$ cat src/rtl/spi_word_rx_pkg.sv
// Shared definitions for the SPI word receiver: state encoding and default sizes.
package spi_rx_pkg;

  localparam logic ST_IDLE = 1'b0;
  localparam logic ST_RECV = 1'b1;

  localparam int DEFAULT_WORD_BITS   = 16;
  localparam int DEFAULT_SYNC_STAGES = 2;

  typedef enum logic {
    IDLE = ST_IDLE,
    RECV = ST_RECV
  } rx_state_e;

endpackage

$ cat src/rtl/spi_word_rx_if.sv
// Bus between the SPI pins / downstream decoder and the word receiver.
// slave: the receiver (samples the pins, drives the word outputs).
// master: whoever drives the pins and consumes the words.
interface spi_word_rx_if
  import spi_rx_pkg::*;
#(
  parameter int WORD_BITS = DEFAULT_WORD_BITS
);
  logic                 spi_sck;
  logic                 spi_mosi;
  logic                 spi_cs_n;
  logic                 start;
  logic [WORD_BITS-1:0] word;
  logic                 word_en;
  logic                 busy;
  logic                 timeout;

  modport slave (
    input  spi_sck, spi_mosi, spi_cs_n,
    output start, word, word_en, busy, timeout
  );

  modport master (
    output spi_sck, spi_mosi, spi_cs_n,
    input  start, word, word_en, busy, timeout
  );
endinterface

$ cat src/rtl/spi_word_rx_sync_edge.sv
// Synchroniser for one asynchronous pin plus a history flop for edge detection.
// level, rise and fall are all aligned: rise means level has just become 1.
module spi_sync_edge #(
  parameter int   STAGES    = 2,
  parameter logic RESET_VAL = 1'b0
) (
  input  logic clk,
  input  logic rst,
  input  logic din,
  output logic level,
  output logic rise,
  output logic fall
);
  logic [STAGES-1:0] chain_p0;
  logic              hist_p1;
  logic              rise_p1;
  logic              fall_p1;

  // Metastability chain, then history flop with registered edge pulses.
  always_ff @(posedge clk or posedge rst) begin
    if (rst) begin
      chain_p0 <= {STAGES{RESET_VAL}};
      hist_p1  <= RESET_VAL;
      rise_p1  <= 1'b0;
      fall_p1  <= 1'b0;
    end else begin
      chain_p0 <= {chain_p0[STAGES-2:0], din};
      hist_p1  <= chain_p0[STAGES-1];
      rise_p1  <= chain_p0[STAGES-1] & ~hist_p1;
      fall_p1  <= ~chain_p0[STAGES-1] & hist_p1;
    end
  end

  assign level = hist_p1;
  assign rise  = rise_p1;
  assign fall  = fall_p1;

endmodule

$ cat src/rtl/spi_word_rx.sv
// SPI mode-0 slave receiver: oversamples SCK/MOSI/CS_n in the clk domain and
// deserialises MOSI (MSB first) into WORD_BITS-wide words.
// Optional feature macro: SPI_RX_TIMEOUT_EN (aborts a partial word after
// TIMEOUT_CYCLES clk cycles without an SCK rising edge).
module spi_word_rx
  import spi_rx_pkg::*;
#(
  parameter int WORD_BITS      = DEFAULT_WORD_BITS,
  parameter int SYNC_STAGES    = DEFAULT_SYNC_STAGES,
  parameter int TIMEOUT_CYCLES = 4095
) (
  input logic          clk,
  input logic          rst,
  spi_word_rx_if.slave bus
);
  localparam int CNT_W = (WORD_BITS > 2) ? $clog2(WORD_BITS) : 1;
  localparam logic [CNT_W-1:0] LAST_BIT = CNT_W'(WORD_BITS - 1);

  if (SYNC_STAGES < 2 || WORD_BITS < 2 || TIMEOUT_CYCLES < 1) begin : g_cfg_check
    $error("spi_word_rx: unsupported parameter set");
  end

  logic sck_rise;
  logic sck_lvl_unused;
  logic sck_fall_unused;
  logic cs_lvl;
  logic cs_rise;
  logic cs_fall;
  logic mosi_lvl;
  logic mosi_rise_unused;
  logic mosi_fall_unused;

  spi_sync_edge #(.STAGES(SYNC_STAGES), .RESET_VAL(1'b0)) u_sync_sck (
    .clk(clk), .rst(rst), .din(bus.spi_sck),
    .level(sck_lvl_unused), .rise(sck_rise), .fall(sck_fall_unused)
  );

  spi_sync_edge #(.STAGES(SYNC_STAGES), .RESET_VAL(1'b1)) u_sync_cs (
    .clk(clk), .rst(rst), .din(bus.spi_cs_n),
    .level(cs_lvl), .rise(cs_rise), .fall(cs_fall)
  );

  spi_sync_edge #(.STAGES(SYNC_STAGES), .RESET_VAL(1'b0)) u_sync_mosi (
    .clk(clk), .rst(rst), .din(bus.spi_mosi),
    .level(mosi_lvl), .rise(mosi_rise_unused), .fall(mosi_fall_unused)
  );

  rx_state_e            state_q;
  rx_state_e            state_d;
  logic [CNT_W-1:0]     bit_cnt_q;
  logic [WORD_BITS-1:0] shift_q;
  logic [WORD_BITS-1:0] shift_next;
  logic [WORD_BITS-1:0] word_q;
  logic                 start_q;
  logic                 word_en_q;
  logic                 timeout_q;

  logic frame_begin;
  logic frame_end;
  logic bit_edge;
  logic word_done;
  logic to_fire;

  // An SCK edge counts only inside a frame while CS is still low in the same
  // cycle, so a coincident CS rise or a CS fall in IDLE swallows the edge.
  assign frame_begin = (state_q == IDLE) && cs_fall;
  assign frame_end   = (state_q == RECV) && cs_rise;
  assign bit_edge    = (state_q == RECV) && sck_rise && !cs_lvl;
  assign word_done   = bit_edge && (bit_cnt_q == LAST_BIT);
  assign shift_next  = {shift_q[WORD_BITS-2:0], mosi_lvl};

`ifdef SPI_RX_TIMEOUT_EN
  localparam int TMR_W = $clog2(TIMEOUT_CYCLES + 1);
  localparam logic [TMR_W-1:0] TMR_MAX = TMR_W'(TIMEOUT_CYCLES);

  logic [TMR_W-1:0] idle_tmr_q;

  // Cycles since the last counted SCK edge; saturates so it fires at most once
  // per stall, and only when a partial word is actually pending.
  assign to_fire = (state_q == RECV) && !cs_rise && !bit_edge &&
                   (idle_tmr_q == TMR_MAX) && (bit_cnt_q != '0);

  // Idle timer: held at zero outside a frame, restarted by every counted edge.
  always_ff @(posedge clk or posedge rst) begin
    if (rst) begin
      idle_tmr_q <= '0;
    end else if (state_q == IDLE || bit_edge) begin
      idle_tmr_q <= '0;
    end else if (idle_tmr_q != TMR_MAX) begin
      idle_tmr_q <= idle_tmr_q + 1'b1;
    end
  end
`else
  assign to_fire = 1'b0;
`endif

  // Frame state register.
  always_ff @(posedge clk or posedge rst) begin
    if (rst) state_q <= IDLE;
    else     state_q <= state_d;
  end

  // Next state: CS falling edge opens a frame, CS rising edge closes it.
  always_comb begin
    state_d = state_q;
    case (state_q)
      IDLE:    if (cs_fall) state_d = RECV;
      RECV:    if (cs_rise) state_d = IDLE;
      default: state_d = IDLE;
    endcase
  end

  // Bit counter, shift register, held word and the one-cycle strobes.
  always_ff @(posedge clk or posedge rst) begin
    if (rst) begin
      bit_cnt_q <= '0;
      shift_q   <= '0;
      word_q    <= '0;
      start_q   <= 1'b0;
      word_en_q <= 1'b0;
      timeout_q <= 1'b0;
    end else begin
      start_q   <= frame_begin;
      word_en_q <= word_done;
      timeout_q <= to_fire;
      if (frame_begin || frame_end || to_fire) begin
        bit_cnt_q <= '0;
        shift_q   <= '0;
      end else if (bit_edge) begin
        bit_cnt_q <= word_done ? '0 : bit_cnt_q + 1'b1;
        shift_q   <= shift_next;
      end
      if (word_done) word_q <= shift_next;
    end
  end

  assign bus.start   = start_q;
  assign bus.word    = word_q;
  assign bus.word_en = word_en_q;
  assign bus.busy    = (state_q == RECV);
  assign bus.timeout = timeout_q;

endmodule

$ cat src/flat_wrapper.sv
// flat-port wrapper written by rule: the top's interface ports become plain ports
module spi_word_rx_flat import spi_rx_pkg::*;
#(
  parameter int WORD_BITS      = DEFAULT_WORD_BITS,
  parameter int SYNC_STAGES    = DEFAULT_SYNC_STAGES,
  parameter int TIMEOUT_CYCLES = 4095
)
  (clk, rst, bus_spi_sck, bus_spi_mosi, bus_spi_cs_n, bus_start, bus_word, bus_word_en, bus_busy, bus_timeout);
  spi_word_rx_if #(.WORD_BITS(WORD_BITS)) bus_i ();
  input logic clk;
  input logic rst;
  input wire logic [$bits(bus_i.spi_sck)-1:0] bus_spi_sck;
  input wire logic [$bits(bus_i.spi_mosi)-1:0] bus_spi_mosi;
  input wire logic [$bits(bus_i.spi_cs_n)-1:0] bus_spi_cs_n;
  output wire logic [$bits(bus_i.start)-1:0] bus_start;
  output wire logic [$bits(bus_i.word)-1:0] bus_word;
  output wire logic [$bits(bus_i.word_en)-1:0] bus_word_en;
  output wire logic [$bits(bus_i.busy)-1:0] bus_busy;
  output wire logic [$bits(bus_i.timeout)-1:0] bus_timeout;
  assign bus_i.spi_sck = bus_spi_sck;
  assign bus_i.spi_mosi = bus_spi_mosi;
  assign bus_i.spi_cs_n = bus_spi_cs_n;
  assign bus_start = bus_i.start;
  assign bus_word = bus_i.word;
  assign bus_word_en = bus_i.word_en;
  assign bus_busy = bus_i.busy;
  assign bus_timeout = bus_i.timeout;
  spi_word_rx #(.WORD_BITS(WORD_BITS), .SYNC_STAGES(SYNC_STAGES), .TIMEOUT_CYCLES(TIMEOUT_CYCLES)) u_core (.clk(clk), .rst(rst), .bus(bus_i));
endmodule
$ cat config.mk
export PLATFORM = sky130hd
export DESIGN_NAME = spi_word_rx_flat
export DESIGN_NICKNAME = d
export VERILOG_FILES = /design/src/rtl/spi_word_rx_pkg.sv /design/src/rtl/spi_word_rx_if.sv /design/src/rtl/spi_word_rx_sync_edge.sv /design/src/rtl/spi_word_rx.sv /design/src/flat_wrapper.sv
export SDC_FILE = /design/constraint.sdc
export NUM_CORES = 1
export LEC_CHECK = 0
export ABC_AREA = 1
export ABC_CLOCK_PERIOD_IN_PS = 2000
export CORE_ASPECT_RATIO = 0.5
export CORE_MARGIN = 5
export CORE_UTILIZATION = 39
export CTS_CLUSTER_SIZE = 12
export DETAILED_ROUTE_END_ITERATION = 10
export PLACE_DENSITY = 0.71
export SYNTH_ARGS = -nofsm -noshare
export SYNTH_HDL_FRONTEND = slang
export SYNTH_SLANG_ARGS = --single-unit
$ cat constraint.sdc
create_clock -name clk -period 2 [get_ports clk]
set_input_delay 0.4 -clock clk [delete_from_list [all_inputs] [get_ports clk]]
set_output_delay 0.4 -clock clk [all_outputs]
set_load 0.02 [all_outputs]
==> qor.txt, run 1 <==
Post-DRT Antenna Nets -> 0
Synth Area per Inst -> 11.2 um^2
Initial core utilization -> 40.8%
Port Buf Inserts -> 23
GRT Total Usage -> 10.5%
Met3 WL -> 116 um
Worst-path maximum fanout -> 5
Delay-heaviest family, CP -> buffers and inverters
Vias in the first global route -> 1229
Pre-CTS WS -> 553 ps
FF-to-FF End -> u_core.bus.word[8]
Commonest register cell after synthesis -> dfrtp_1
Unrepaired setup endpoints after global routing -> false
P&R area growth vs syn -> 19.7%
Top sig layer -> met4
Final nets -> 215
Outcome -> complete, no violations
Initial antenna violation count -> 0
Dpl cells -> 272
Startpoint types -> flip-flop
DRC errors left -> 0
Final setup fails -> 0
CTS Buf Count -> 5
Clock Pin Slew Worst Setup and Hold Paths -> 90 ps
Layout Cells excl Fill -> 280
CTS Hold Bufs -> 0
Final number of max-transition violations -> 0
Buffers & Inverters on Critical Path -> 1
MaxCap Viol Count -> 0
Antenna diodes -> 0
Critical Path RT -> 1600 ps
First-pass GRT wire length -> 5.68 mm
GPL Wtd Cong -> 0.714
DR vias -> 1205
Setup ws final -> 233 ps
Met1 wire length -> 1.45 mm
Cell count after synthesis -> 182
Fillcell total -> 433
Drt pass-1 iters -> 4
Final hold violations -> 0
Post-Synth Adder-Cell Area -> 0.617%
Mapped Nets -> 188
EDFF count, synth -> 0
Wire per inst -> 11.5 um
Area share of and/or/nand/nor cells after synthesis -> 16.7%
Post-Route Setup TNS -> 0 ps
Post-CTS sizing -> 0
CTS root buffer -> clkbuf_8
Async SR Flop Fraction -> 100%
Yosys warning total -> 0
Post-CTS setup buffer count -> 0
R2r setup slk -> 550 ps
Seq cells post-synth -> 50
Max Buffers Root-to-Sink -> 2
Hold path endpoint -> u_core.u_sync_mosi.chain_p0[1]
Fraction of layout cells with a size suffix above 1 -> 30.5%
Worst R2R Start -> u_core.bit_cnt_q[0]
Grt total ovfl -> 0
DP HPWL -> 2.27 mm
Clk_lat worst skew -> 300 ps
Period utilisation layout -> 88.4%
Netlist cell types -> 21
Cell Rows -> 18
Commonest cells after routing, fill and taps aside -> dfrtp_1, nand2_1, o21ai_2
Post-Syn Area -> 0.00203 mm^2
Main combinational cell family by area after synthesis -> simple AND/OR/NAND/NOR gates
WP data arrival -> 1370 ps
CTS tree -> yes
Final worst path period need -> 1770 ps
WL final -> 3.22 mm
Die Ht -> 61.0 um
Num Clock Sinks -> 50
Max Freq -> 566 MHz
Min-delay worst type -> reg2reg
DR WL met2 -> 1.61 mm
Worst VDD drop -> 267 uV
Crit-path slowest cell -> clkdlybuf4s50_1
Layout Utilization -> 48.8%
CP cell instances -> clkdlybuf4s50_1
Cell Pwr Density -> 775 mW/mm^2
R2r worst-path depth -> 7
CP Capture Type -> output port
Xor/xnor share of the synthesized area -> 0%
Die Area -> 0.00683 mm^2
Hold path startpoint -> u_core.u_sync_mosi.chain_p0[0]
Seq/Total Area, Yosys -> 61.8%
Commonest non-fill, non-tap cell in the layout -> dfrtp_1
WHS Path Cells -> 0
Critical path class -> reg2out
Core area -> 0.00498 mm^2
DRT iter0 DRCs -> 37
Largest net degree at the start of global routing -> 33
Proportion of synthesized area in mux cells -> 0%
Post-synthesis compound-gate area fraction -> 12.5%
Lkg Pwr -> 1.08 nW
# H-tree levels -> 2
Vias per cell -> 4.30
Io pins -> 25
Max stage delay on crit path -> 640 ps
Die X -> 112 um
Clock skew -> 11.2 ps
[where the power goes]
group | internal (mW) | switching [mW] | total [mW]
Sequential | 1.04 | 0.0199 | 1.06
Combinational | 0.0403 | 0.0876 | 0.128
Clock | 0.373 | 0.324 | 0.698
Total | 1.45 | 0.432 | 1.88
[final cells by class]
| cell class | instances | area, um^2 | area share (%) |
|---|---|---|---|
| clock inverter | 2 | 37.5 | 1.55 |
| timing repair buffer | 26 | 265 | 10.9 |
| inverter | 27 | 101 | 4.17 |
| sequential | 50 | 1250 | 51.7 |
| multi-input combinational | 99 | 609 | 25.1 |
| clock buffer | 6 | 72.6 | 2.99 |
| tap | 70 | 87.6 | 3.61 |
[state kept, by name, indices dropped and copies added (netlist names), 2 cells and up]
| name | flops |
|---|---|
| u_core.bus.word | 16 |
| u_core.shift_q | 15 |
| u_core.bit_cnt_q | 4 |
| u_core.u_sync_cs.chain_p0 | 2 |
| u_core.u_sync_mosi.chain_p0 | 2 |
| u_core.u_sync_sck.chain_p0 | 2 |
[stage by stage]
stage	instance area, um^2	hold slack (ps)	power (mW)
floorplan	2030	331	1.17
global placement	2320	337	1.20
detailed placement	2320	337	1.21
CTS	2430	358	1.91
global route	2430	365	1.97
finish	2430	355	1.88
[cells by family (layout without fill, tap and decap cells)]
logic type | Yosys count | after routing
simple gates | 65 | 65
other cells | 1 | 1
flops | 50 | 50
fa+ha+maj | 1 | 1
compound gates | 32 | 32
buf+inv | 33 | 61
[worst max path at each step]
stage | start | end | slack, ps | cells past startpoint
after floorplan | rst | u_core.bit_cnt_q[0] | 400 | 1
after global placement | u_core.bus.busy | bus_busy | 570 | 1
after detailed placement | u_core.bus.busy | bus_busy | 550 | 1
after CTS | u_core.bus.busy | bus_busy | 210 | 1
after global routing | u_core.bus.busy | bus_busy | 160 | 1
final | u_core.bus.busy | bus_busy | 230 | 1
[metal layers]
layer / global-route usage, % / vias to the layer above
li1: - / 611
met1: 11.9 / 573
met2: 19.4 / 15
met3: 3.34 / 6
met4: 3.60 / 0
met5: 0 / -
[cell usage after synthesis, types with 2 or more instances]
| cell type | instances | area share [%] |
|---|---|---|
| nor2_1 | 6 | 1.1 |
| buf_6 | 5 | 2.8 |
| inv_2 | 5 | 0.92 |
| nand2_1 | 34 | 6.3 |
| o21ai_1 | 2 | 0.49 |
| nand2_2 | 14 | 4.3 |
| nor2_4 | 3 | 1.7 |
| inv_1 | 22 | 4.1 |
| o21ai_2 | 25 | 11 |
| o21ai_0 | 4 | 0.99 |
| dfrtp_1 | 47 | 58 |
| dfstp_2 | 3 | 3.9 |
| nand3_1 | 4 | 0.99 |
No activity file was read; power rests on OpenSTA's default activity.
==> inputs of run 2 (changes only) <==
- ABC_CLOCK_PERIOD_IN_PS: 2000 -> default
- CORE_MARGIN: 5 -> 10
==> qor.txt, run 2 (synthesized netlist as in run 1, its figures left out) <==
Outcome -> complete, no violations
CTS Buf Count -> 5
Final nets -> 215
Critical path class -> reg2out
Post-CTS sizing -> 0
CTS Hold Bufs -> 0
Final worst path period need -> 1780 ps
Die Ht -> 71.0 um
Largest net degree at the start of global routing -> 34
Vias per cell -> 4.31
Drt pass-1 iters -> 4
Period utilisation layout -> 88.9%
Met1 Usage GRT -> 8.71%
Clock skew -> 7.81 ps
Die X -> 122 um
Crit-path slowest cell -> clkdlybuf4s50_1
MaxCap Viol Count -> 0
CP cell instances -> clkdlybuf4s50_1
Clock Pin Slew Worst Setup and Hold Paths -> 90 ps
DR vias -> 1208
Max Buffers Root-to-Sink -> 2
Num Clock Sinks -> 50
Max reg flops -> 16
Min-delay worst type -> reg2reg
Area of the multi-input gates -> 609 um^2
Fraction of layout cells with a size suffix above 1 -> 31.0%
Commonest cells after routing, fill and taps aside -> dfrtp_1, nand2_1, o21ai_2
DP HPWL -> 2.35 mm
Gr busiest metal -> met2
Max stage delay on crit path -> 640 ps
CP Capture Type -> output port
Hold WS -> 354 ps
Final hold violations -> 0
GR Util met2 -> 14.1%
WP data arrival -> 1380 ps
Initial core utilization -> 40.8%
Clk_lat worst skew -> 290 ps
WL final -> 3.18 mm
CTS tree -> yes
M3 GR Usage -> 2.85%
P&R area growth vs syn -> 20.2%
GRT Total Usage -> 8.14%
Wire per inst -> 11.4 um
Die Area -> 0.00866 mm^2
First-pass GRT wire length -> 5.78 mm
Startpoint types -> flip-flop
Grt total ovfl -> 0
Initial antenna violation count -> 0
FF+latch area -> 0.00125 mm^2
Cell Pwr Density -> 764 mW/mm^2
Worst-path maximum fanout -> 5
Cell Rows -> 18
DRT iter0 DRCs -> 43
Vias in the first global route -> 1237
Worst VDD drop -> 325 uV
Delay-heaviest family, CP -> buffers and inverters
Pwr Total -> 1.86 mW
Antenna diodes -> 0
DRC errors left -> 0
Core area -> 0.00498 mm^2
Lkg Pwr -> 1.09 nW
Layout Utilization -> 49.0%
Port Buf Inserts -> 23
GPL Wtd Cong -> 0.739
Max Freq -> 562 MHz
Post-DRT Antenna Nets -> 0
Post-CTS setup buffer count -> 0
Unrepaired setup endpoints after global routing -> false
Final setup fails -> 0
CTS root buffer -> clkbuf_8
Io pins -> 25
Commonest non-fill, non-tap cell in the layout -> dfrtp_1
# H-tree levels -> 2
Fillcell total -> 436
Buffers & Inverters on Critical Path -> 1
Post-Route Setup TNS -> 0 ps
Critical Path RT -> 1600 ps
Final number of max-transition violations -> 0
==> run 2: per-layer routing <==
layer	wire length [um]	share of wire (%)
met4	34	1.1
met3	132	4.1
met2	1680	53
met5	0	0
met1	1330	42
==> run 2: report_power, final <==
group	switching, mW	internal [mW]
Combinational	0.0867	0.0429
Sequential	0.0195	1.04
Clock	0.309	0.368
Total	0.415	1.45
==> run 2: per-stage QoR <==
stage	area (um^2)	worst slack, ps	cells
final	2440	222	280
after global routing	2440	140	280
after CTS	2440	191	280
after detailed placement	2330	531	272
after global placement	2330	563	272
after floorplan	2030	404	182
==> run 2: worst paths after layout <==
check                      slack [ps]                       endpoint  cells after the start                           from
setup reg to reg                  560             u_core.bus.word[8]                      7            u_core.bit_cnt_q[0]
setup / recovery                  220                       bus_busy                      1                u_core.bus.busy
hold reg to reg                   350  u_core.u_sync_sck.chain_p0[1]                      0  u_core.u_sync_sck.chain_p0[0]
min in group asynchronous         440            u_core.bus.word[12]                      3                            rst
max in group asynchronous        1320         u_core.u_sync_cs.level                      3                            rst
hold / removal                    350  u_core.u_sync_sck.chain_p0[1]                      0  u_core.u_sync_sck.chain_p0[0]
==> run 2: area by class of cell <==
cell class                      count  share of cell area (%)
Sequential cell                    50                    51.4
Clock inverter                      3                    1.64
Inverter                           27                    4.15
Tap cell                           70                    3.59
Timing Repair Buffer               26                    11.4
Multi-Input combinational cell     99                    25.0
Clock buffer                        5                    2.82
